===== src/rtl/tracer_retire_buffer_if.sv =====
// Record handshake between the retire buffer and the instruction tracer.
//   master : retire buffer side; drives the head record and rec_valid_o,
//            samples rec_ready_i.
//   slave  : tracer side; samples the record, drives rec_ready_i.
// Signals:
//   rec_valid_o      record available at FIFO head
//   rec_ready_i      tracer accepts the head record
//   rec_pc_o         PC of the retired instruction
//   rec_insn_o       instruction bits, upper half zero when compressed
//   rec_rd_addr_o    destination register (0 = none)
//   rec_rd_wdata_o   value written to rd, zero when rd is x0
//   rec_mem_addr_o   load/store/AMO effective address
//   rec_trap_o       instruction trapped instead of retiring
//   rec_compressed_o original encoding was 16-bit
//   rec_cycle_o      cycle counter at capture
//   rec_seq_o        retirement sequence number at capture
interface tracer_retire_buffer_if;
  logic        rec_valid_o;
  logic        rec_ready_i;
  logic [31:0] rec_pc_o;
  logic [31:0] rec_insn_o;
  logic [4:0]  rec_rd_addr_o;
  logic [31:0] rec_rd_wdata_o;
  logic [31:0] rec_mem_addr_o;
  logic        rec_trap_o;
  logic        rec_compressed_o;
  logic [63:0] rec_cycle_o;
  logic [31:0] rec_seq_o;

  modport master (
    output rec_valid_o, rec_pc_o, rec_insn_o, rec_rd_addr_o, rec_rd_wdata_o,
           rec_mem_addr_o, rec_trap_o, rec_compressed_o, rec_cycle_o, rec_seq_o,
    input  rec_ready_i
  );

  modport slave (
    input  rec_valid_o, rec_pc_o, rec_insn_o, rec_rd_addr_o, rec_rd_wdata_o,
           rec_mem_addr_o, rec_trap_o, rec_compressed_o, rec_cycle_o, rec_seq_o,
    output rec_ready_i
  );
endinterface


===== src/rtl/tracer_retire_buffer.sv =====
// Capture stage in front of the instruction tracer. Each retirement record is
// time-stamped with a free-running 64-bit cycle counter, tagged with a 32-bit
// sequence number, normalised (compressed insn, rd/wdata cleanup) and queued
// in a DEPTH-entry FIFO so a slow tracer never back-pressures the core.
// Records arriving while the FIFO is full (and nothing is popped) are dropped
// and counted.
// Ports:
//   clk_i, rst_ni    clock, asynchronous active-low reset
//   flush_i          synchronous FIFO clear; counters are kept
//   ret_*_i          per-cycle retirement record from the core
//   rec              record handshake towards the tracer (master side)
//   level_o          number of stored records
//   drop_cnt_o       saturating count of records lost to overflow
//   overflow_o       sticky flag, set on the first drop
module tracer_retire_buffer #(
  parameter int DEPTH = 8,
  parameter int CNT_W = 16
) (
  input  logic                     clk_i,
  input  logic                     rst_ni,
  input  logic                     flush_i,
  input  logic                     ret_valid_i,
  input  logic [31:0]              ret_pc_i,
  input  logic [31:0]              ret_insn_i,
  input  logic [4:0]               ret_rd_addr_i,
  input  logic [31:0]              ret_rd_wdata_i,
  input  logic [31:0]              ret_mem_addr_i,
  input  logic                     ret_trap_i,
  tracer_retire_buffer_if.master   rec,
  output logic [$clog2(DEPTH):0]   level_o,
  output logic [CNT_W-1:0]         drop_cnt_o,
  output logic                     overflow_o
);

  localparam int AW = $clog2(DEPTH);

  typedef struct packed {
    logic [31:0] pc;
    logic [31:0] insn;
    logic [4:0]  rd_addr;
    logic [31:0] rd_wdata;
    logic [31:0] mem_addr;
    logic        trap;
    logic        compressed;
    logic [63:0] cycle;
    logic [31:0] seq;
  } rec_t;

  // Build the stored record from the raw retirement port. A compressed
  // encoding keeps only its low half; a trapped instruction or a write to x0
  // carries no register result.
  function automatic rec_t normalise(
    input logic [31:0] pc,
    input logic [31:0] insn,
    input logic [4:0]  rd_addr,
    input logic [31:0] rd_wdata,
    input logic [31:0] mem_addr,
    input logic        trap,
    input logic [63:0] cycle,
    input logic [31:0] seq
  );
    rec_t r;
    r.pc         = pc;
    r.compressed = (insn[1:0] != 2'b11);
    r.insn       = r.compressed ? {16'h0000, insn[15:0]} : insn;
    r.rd_addr    = trap ? 5'd0 : rd_addr;
    r.rd_wdata   = (r.rd_addr == 5'd0) ? 32'd0 : rd_wdata;
    r.mem_addr   = mem_addr;
    r.trap       = trap;
    r.cycle      = cycle;
    r.seq        = seq;
    return r;
  endfunction

  function automatic logic [CNT_W-1:0] sat_inc(input logic [CNT_W-1:0] v);
    return (&v) ? v : v + 1'b1;
  endfunction

  logic [63:0]      cycle_q;
  logic [31:0]      seq_q;
  logic [AW:0]      wr_ptr_q;
  logic [AW:0]      rd_ptr_q;
  logic [CNT_W-1:0] drop_cnt_q;
  logic             overflow_q;
  rec_t             mem_q [DEPTH];

  logic empty;
  logic full;
  logic pop;
  logic push;
  logic drop;
  rec_t rec_p0;
  rec_t head;
  rec_t head_vis;

  assign empty = (wr_ptr_q == rd_ptr_q);
  // Same slot index but opposite wrap bit: writer is one lap ahead.
  assign full  = (wr_ptr_q[AW] != rd_ptr_q[AW]) &&
                 (wr_ptr_q[AW-1:0] == rd_ptr_q[AW-1:0]);
  assign pop   = !empty && rec.rec_ready_i;
  // A flush discards the same-cycle retirement without counting it as a drop.
  assign push  = ret_valid_i && !flush_i && (!full || pop);
  assign drop  = ret_valid_i && !flush_i && full && !pop;

  // ---- p0: capture and normalise the incoming retirement ----
  assign rec_p0 = normalise(ret_pc_i, ret_insn_i, ret_rd_addr_i, ret_rd_wdata_i,
                            ret_mem_addr_i, ret_trap_i, cycle_q, seq_q);

  always_ff @(posedge clk_i or negedge rst_ni) begin
    if (!rst_ni) begin
      cycle_q    <= '0;
      seq_q      <= '0;
      wr_ptr_q   <= '0;
      rd_ptr_q   <= '0;
      drop_cnt_q <= '0;
      overflow_q <= 1'b0;
    end else begin
      cycle_q <= cycle_q + 64'd1;
      // Sequence advances for every retirement, stored or not, so the tracer
      // can see gaps.
      if (ret_valid_i) begin
        seq_q <= seq_q + 32'd1;
      end
      if (flush_i) begin
        wr_ptr_q <= '0;
        rd_ptr_q <= '0;
      end else begin
        if (push) begin
          wr_ptr_q <= wr_ptr_q + 1'b1;
        end
        if (pop) begin
          rd_ptr_q <= rd_ptr_q + 1'b1;
        end
      end
      if (drop) begin
        drop_cnt_q <= sat_inc(drop_cnt_q);
        overflow_q <= 1'b1;
      end
    end
  end

  // ---- p1: FIFO storage (data only, no reset) ----
  // On a full push+pop the write lands in the slot being read; the read sees
  // the old head because the array updates at the edge.
  always_ff @(posedge clk_i) begin
    if (push) begin
      mem_q[wr_ptr_q[AW-1:0]] <= rec_p0;
    end
  end

  assign head = mem_q[rd_ptr_q[AW-1:0]];

  // Head fields read as zero when nothing is queued, so the outputs are clean
  // after reset or flush even though the storage itself is not cleared.
  always_comb begin
    head_vis = '0;
    if (!empty) begin
      head_vis = head;
    end
  end

  assign rec.rec_valid_o      = !empty;
  assign rec.rec_pc_o         = head_vis.pc;
  assign rec.rec_insn_o       = head_vis.insn;
  assign rec.rec_rd_addr_o    = head_vis.rd_addr;
  assign rec.rec_rd_wdata_o   = head_vis.rd_wdata;
  assign rec.rec_mem_addr_o   = head_vis.mem_addr;
  assign rec.rec_trap_o       = head_vis.trap;
  assign rec.rec_compressed_o = head_vis.compressed;
  assign rec.rec_cycle_o      = head_vis.cycle;
  assign rec.rec_seq_o        = head_vis.seq;

  assign level_o    = wr_ptr_q - rd_ptr_q;
  assign drop_cnt_o = drop_cnt_q;
  assign overflow_o = overflow_q;

endmodule

===== src/flat_wrapper.sv =====
// flat-port wrapper written by rule: the top's interface ports become plain ports
module tracer_retire_buffer_flat 
#(
  parameter int DEPTH = 8,
  parameter int CNT_W = 16
)
  (clk_i, rst_ni, flush_i, ret_valid_i, ret_pc_i, ret_insn_i, ret_rd_addr_i, ret_rd_wdata_i, ret_mem_addr_i, ret_trap_i, level_o, drop_cnt_o, overflow_o, rec_rec_valid_o, rec_rec_pc_o, rec_rec_insn_o, rec_rec_rd_addr_o, rec_rec_rd_wdata_o, rec_rec_mem_addr_o, rec_rec_trap_o, rec_rec_compressed_o, rec_rec_cycle_o, rec_rec_seq_o, rec_rec_ready_i);
  tracer_retire_buffer_if rec_i ();
  input  logic clk_i;
  input  logic rst_ni;
  input  logic flush_i;
  input  logic ret_valid_i;
  input  logic [31:0] ret_pc_i;
  input  logic [31:0] ret_insn_i;
  input  logic [4:0] ret_rd_addr_i;
  input  logic [31:0] ret_rd_wdata_i;
  input  logic [31:0] ret_mem_addr_i;
  input  logic ret_trap_i;
  output logic [$clog2(DEPTH):0] level_o;
  output logic [CNT_W-1:0] drop_cnt_o;
  output logic overflow_o;
  output wire logic [$bits(rec_i.rec_valid_o)-1:0] rec_rec_valid_o;
  output wire logic [$bits(rec_i.rec_pc_o)-1:0] rec_rec_pc_o;
  output wire logic [$bits(rec_i.rec_insn_o)-1:0] rec_rec_insn_o;
  output wire logic [$bits(rec_i.rec_rd_addr_o)-1:0] rec_rec_rd_addr_o;
  output wire logic [$bits(rec_i.rec_rd_wdata_o)-1:0] rec_rec_rd_wdata_o;
  output wire logic [$bits(rec_i.rec_mem_addr_o)-1:0] rec_rec_mem_addr_o;
  output wire logic [$bits(rec_i.rec_trap_o)-1:0] rec_rec_trap_o;
  output wire logic [$bits(rec_i.rec_compressed_o)-1:0] rec_rec_compressed_o;
  output wire logic [$bits(rec_i.rec_cycle_o)-1:0] rec_rec_cycle_o;
  output wire logic [$bits(rec_i.rec_seq_o)-1:0] rec_rec_seq_o;
  input wire logic [$bits(rec_i.rec_ready_i)-1:0] rec_rec_ready_i;
  assign rec_rec_valid_o = rec_i.rec_valid_o;
  assign rec_rec_pc_o = rec_i.rec_pc_o;
  assign rec_rec_insn_o = rec_i.rec_insn_o;
  assign rec_rec_rd_addr_o = rec_i.rec_rd_addr_o;
  assign rec_rec_rd_wdata_o = rec_i.rec_rd_wdata_o;
  assign rec_rec_mem_addr_o = rec_i.rec_mem_addr_o;
  assign rec_rec_trap_o = rec_i.rec_trap_o;
  assign rec_rec_compressed_o = rec_i.rec_compressed_o;
  assign rec_rec_cycle_o = rec_i.rec_cycle_o;
  assign rec_rec_seq_o = rec_i.rec_seq_o;
  assign rec_i.rec_ready_i = rec_rec_ready_i;
  tracer_retire_buffer #(.DEPTH(DEPTH), .CNT_W(CNT_W)) u_core (.clk_i(clk_i), .rst_ni(rst_ni), .flush_i(flush_i), .ret_valid_i(ret_valid_i), .ret_pc_i(ret_pc_i), .ret_insn_i(ret_insn_i), .ret_rd_addr_i(ret_rd_addr_i), .ret_rd_wdata_i(ret_rd_wdata_i), .ret_mem_addr_i(ret_mem_addr_i), .ret_trap_i(ret_trap_i), .rec(rec_i), .level_o(level_o), .drop_cnt_o(drop_cnt_o), .overflow_o(overflow_o));
endmodule

===== config.mk =====
export PLATFORM = sky130hd
export DESIGN_NAME = tracer_retire_buffer_flat
export DESIGN_NICKNAME = d
export VERILOG_FILES = /design/src/rtl/tracer_retire_buffer_if.sv /design/src/rtl/tracer_retire_buffer.sv /design/src/flat_wrapper.sv
export SDC_FILE = /design/constraint.sdc
export NUM_CORES = 2
export LEC_CHECK = 0
export BUFFER_PORTS_ARGS = -buffer_cell sky130_fd_sc_hd__clkbuf_2
export CORE_MARGIN = 2
export CORE_UTILIZATION = 28
export DETAILED_ROUTE_END_ITERATION = 6
export GPL_TIMING_DRIVEN = 0
export PLACE_DENSITY_LB_ADDON = 0.08
export SYNTH_ARGS = -nofsm -noshare
export SYNTH_HDL_FRONTEND = slang
export SYNTH_SLANG_ARGS = --single-unit

===== constraint.sdc =====
create_clock -name clk_i -period 19.2 [get_ports clk_i]
set_input_delay 0.96 -clock clk_i [delete_from_list [all_inputs] [get_ports clk_i]]
set_output_delay 0.96 -clock clk_i [all_outputs]
set_load 0.02 [all_outputs]

==> flow_summary.json <==
{
  "wl_per_cell_um": 27.0,
  "synth-async-reset-ratio_pct": 6.15,
  "seq_area_um2": 58500,
  "rows": 190,
  "cp.required_ns": 18.24,
  "crit_type": "flop to output port",
  "track_usage_pct": 16.2,
  "antenna_found_initial": 33,
  "synth.distinct_cells": 48,
  "num_vias": 38400,
  "worstHoldPathCells": 1,
  "p_int_uw": 7770,
  "grt_pass1_vias": 40500,
  "synth_cells": 3773,
  "drt_wl_total_mm": 224,
  "core_um2": 268000,
  "worstMarginPinSlew_ns": 1.15,
  "tritoncts": "yes",
  "netlist_area_um2": 75600,
  "stdcell_area_um2": 91800,
  "drc": 0,
  "rsz0062_at_grt": "no",
  "syn_nets": 3921,
  "utilization_pct": 34.2,
  "dp.cells": 7871,
  "cp-end-kind": "output port",
  "numClockSinks": 1969,
  "gp_congestion": 0.678,
  "syn_area_per_cell_um2": 20.0,
  "maxSlewHeadroom_pct": 23.3,
  "p_leak_uw": 0.0299,
  "seqPwrFrac_pct": 45.1,
  "die_h_um": 524,
  "timing.rr.start": "u_core.rd_ptr_q[1]",
  "port_buffers": 389,
  "fmax_mhz": 143,
  "dieArea_um2": 274000,
  "grt-ovfl-total": 0,
  "drv_cap": 0,
  "final-instance-count-excl-fill": 8297,
  "grt_pass1_wl_mm": 315,
  "maxSlewViolCount": 0,
  "power_density_nw_per_um2": 116,
  "cts.htree.levels": 4,
  "clkLatencyLatePin_ns": 0.90,
  "path_max_fanout": 10,
  "post_drt_via_cell_ratio": 4.63,
  "syn2layout_area_growth_pct": 21.5,
  "multi_input_area_um2": 16200,
  "endpoint": "rec_rec_mem_addr_o[2]",
  "skew_ns": 0.0653,
  "ys_ff_latch": 1969,
  "postCtsSetupBuffers": 0,
  "grt_max_degree": 83,
  "fillCellCount": 25500,
  "clk_pin_slew_worst_paths_ns": 0.06,
  "tns_ns": 0,
  "hp-class": "primary input to flop",
  "cts-root-buf": "clkbuf_16",
  "finalCritPeriodShare_pct": 36.4,
  "cp-start-kind": "flop",
  "total_power_uw": 10600,
  "fin_nets": 4700,
  "num_io_pins": 392,
  "yosys_warnings": 0,
  "hold_viol": 0,
  "die_w_um": 524,
  "rrSetupSlack_ns": 13.37,
  "initial_utilization_pct": 28.2,
  "synth_edf_count": 1848,
  "power.switching_uw": 2870,
  "setup_violations": 0,
  "worstPathArrival_ns": 6.02,
  "synth_seq_area_share_pct": 77.4,
  "period_needed_ns": 6.98,
  "status": "finished, final reports clean",
  "synth_flop_cell": "edfxtp_1",
  "numCtsBuffers": 230,
  "r2r_cells": 16,
  "reg2reg_to": "u_core.mem_q[1][134]",
  "switching_share_pct": 26.9,
  "clk_path_buf_depth": 4,
  "vdd_drop_max_mv": 0.0972,
  "dp_hpwl_mm": 145,
  "ant_nets": 0,
  "drt_iter0_drc": 2944,
  "drive_gt1_share_pct": 29.7,
  "p_clk_share_pct": 39.0,
  "placed_area_um2": 84700,
  "critPathLaunch": "u_core.rd_ptr_q[1]",
  "dr.pass1.iters": 5,
  "p_comb_share_pct": 15.9
}
[layer usage]
metal  vias to the layer above  part of all wire (%)  global-route usage, %
met5                         -                 0.025                      0
met4                         8                   1.8                   3.48
met3                       308                   5.0                   3.18
met2                       838                    47                   26.0
met1                     20500                    46                   22.7
li1                      16700                     -                      -
[worst min-delay path by stage]
stage | startpoint | endpoint | slack, ns
floorplan | u_core.wr_ptr_q[3] | u_core.wr_ptr_q[3] | 0.47
global placement | u_core.overflow_o | u_core.overflow_o | 0.46
detailed placement | u_core.overflow_o | u_core.overflow_o | 0.47
CTS | ret_insn_i[7] | u_core.mem_q[7][174] | 0.27
global route | ret_insn_i[6] | u_core.mem_q[7][173] | 0.31
finish | ret_insn_i[6] | u_core.mem_q[0][173] | 0.36
[what timing repair did]
| action | in CTS | in global routing |
|---|---|---|
| endpoints found under the hold margin | 5 | 0 |
| hold buffers | 1 | 0 |
| resized for setup | 0 | 0 |
[per-stage QoR]
stage	setup slack (ns)	hold slack (ns)
after floorplan	0.567	0.471
after global placement	-24.51	0.457
after detailed placement	12.60	0.466
after CTS	11.62	0.267
after global routing	11.62	0.306
final	12.22	0.361
[cells by family (layout without fill, tap and decap cells)]
logic type	count (synthesis)	count (layout)	synth area share [%]
simple gates	765	765	4.53
flops	1969	1969	77.4
mux	465	465	13.8
xor+xnor	112	112	1.30
buf+inv	210	1168	1.15
fa+ha+maj	9	9	0.159
other cells	0	14	0
compound gates	243	243	1.63
[synthesized netlist by cell type (17+ instances only)]
cell / n / area share (%)
edfxtp_1: 1848 / 73
nand2_1: 514 / 2.6
mux4_2: 462 / 14
a21oi_1: 236 / 1.6
dfrtp_1: 121 / 4.0
clkbuf_1: 98 / 0.49
xnor2_1: 68 / 0.79
buf_2: 55 / 0.36
nor2_1: 47 / 0.23
nand3_1: 45 / 0.30
xor2_1: 44 / 0.51
and2_1: 35 / 0.29
buf_1: 34 / 0.17
and3_1: 33 / 0.27
nand4_1: 31 / 0.26
inv_1: 18 / 0.089
nor3_1: 17 / 0.11
[placed cells by master (no fill, tap or decap), drive strengths merged, types with 2 or more instances in the layout]
| cell | instances |
|---|---|
| diode | 14 |
| nor2 | 48 |
| mux4 | 462 |
| mux2 | 2 |
| inv | 22 |
| buf | 249 |
| and3 | 36 |
| nand3 | 46 |
| nand2 | 514 |
| and2 | 36 |
| or3 | 5 |
| nand4 | 34 |
| clkbuf | 802 |
| bufinv | 12 |
| or2 | 2 |
| xor2 | 44 |
| ha | 8 |
| xnor2 | 68 |
| o21a | 2 |
| clkinv | 80 |
| edfxtp | 1848 |
| and4 | 4 |
| clkinvlp | 2 |
| nor3 | 19 |
| a21oi | 236 |
| nor2b | 7 |
| nor4 | 8 |
| nand2b | 2 |
| nand3b | 2 |
| dfrtp | 121 |
[layout make-up]
class                   count  share of cell area (%)
plain buffers             190                   0.875
diodes                     14                  0.0382
inverters                  20                  0.0818
clock inverters            96                   0.883
well taps                3552                    4.84
clock buffers             315                    6.79
repair buffers            547                    5.06
flip-flops and latches   1969                    63.7
multi-input cells        1594                    17.7
[worst max-delay path, cell delays in order, from the launching register on]
cell and delay [ns]:
dfrtp_1 0.42, buf_2 0.27, clkbuf_1 0.78, clkbuf_1 0.72
inv_1 0.13, ha_1 0.36, and4_1 0.18, buf_2 0.29
buf_2 0.63, clkbuf_1 0.76, a21oi_1 0.30, clkbuf_2 0.25
[registers in the layout (all words and copies together) (netlist names)]
name,cells
u_core.mem_q,1848
u_core.cycle_q,64
u_core.seq_q,32
u_core.drop_cnt_o,16
u_core.rd_ptr_q,4
u_core.wr_ptr_q,4
u_core.overflow_o,1
[power groups by stage]
stage               logic [uW]  clock network, uW  registers (uW)
global route              1840               4450            4800
finish                    1700               4150            4790
global placement          1750                  0            4960
floorplan                 1020                  0            4900
detailed placement        1770                  0            4880
CTS                       1780               4280            4790
Power figures use the tool's default switching activity.
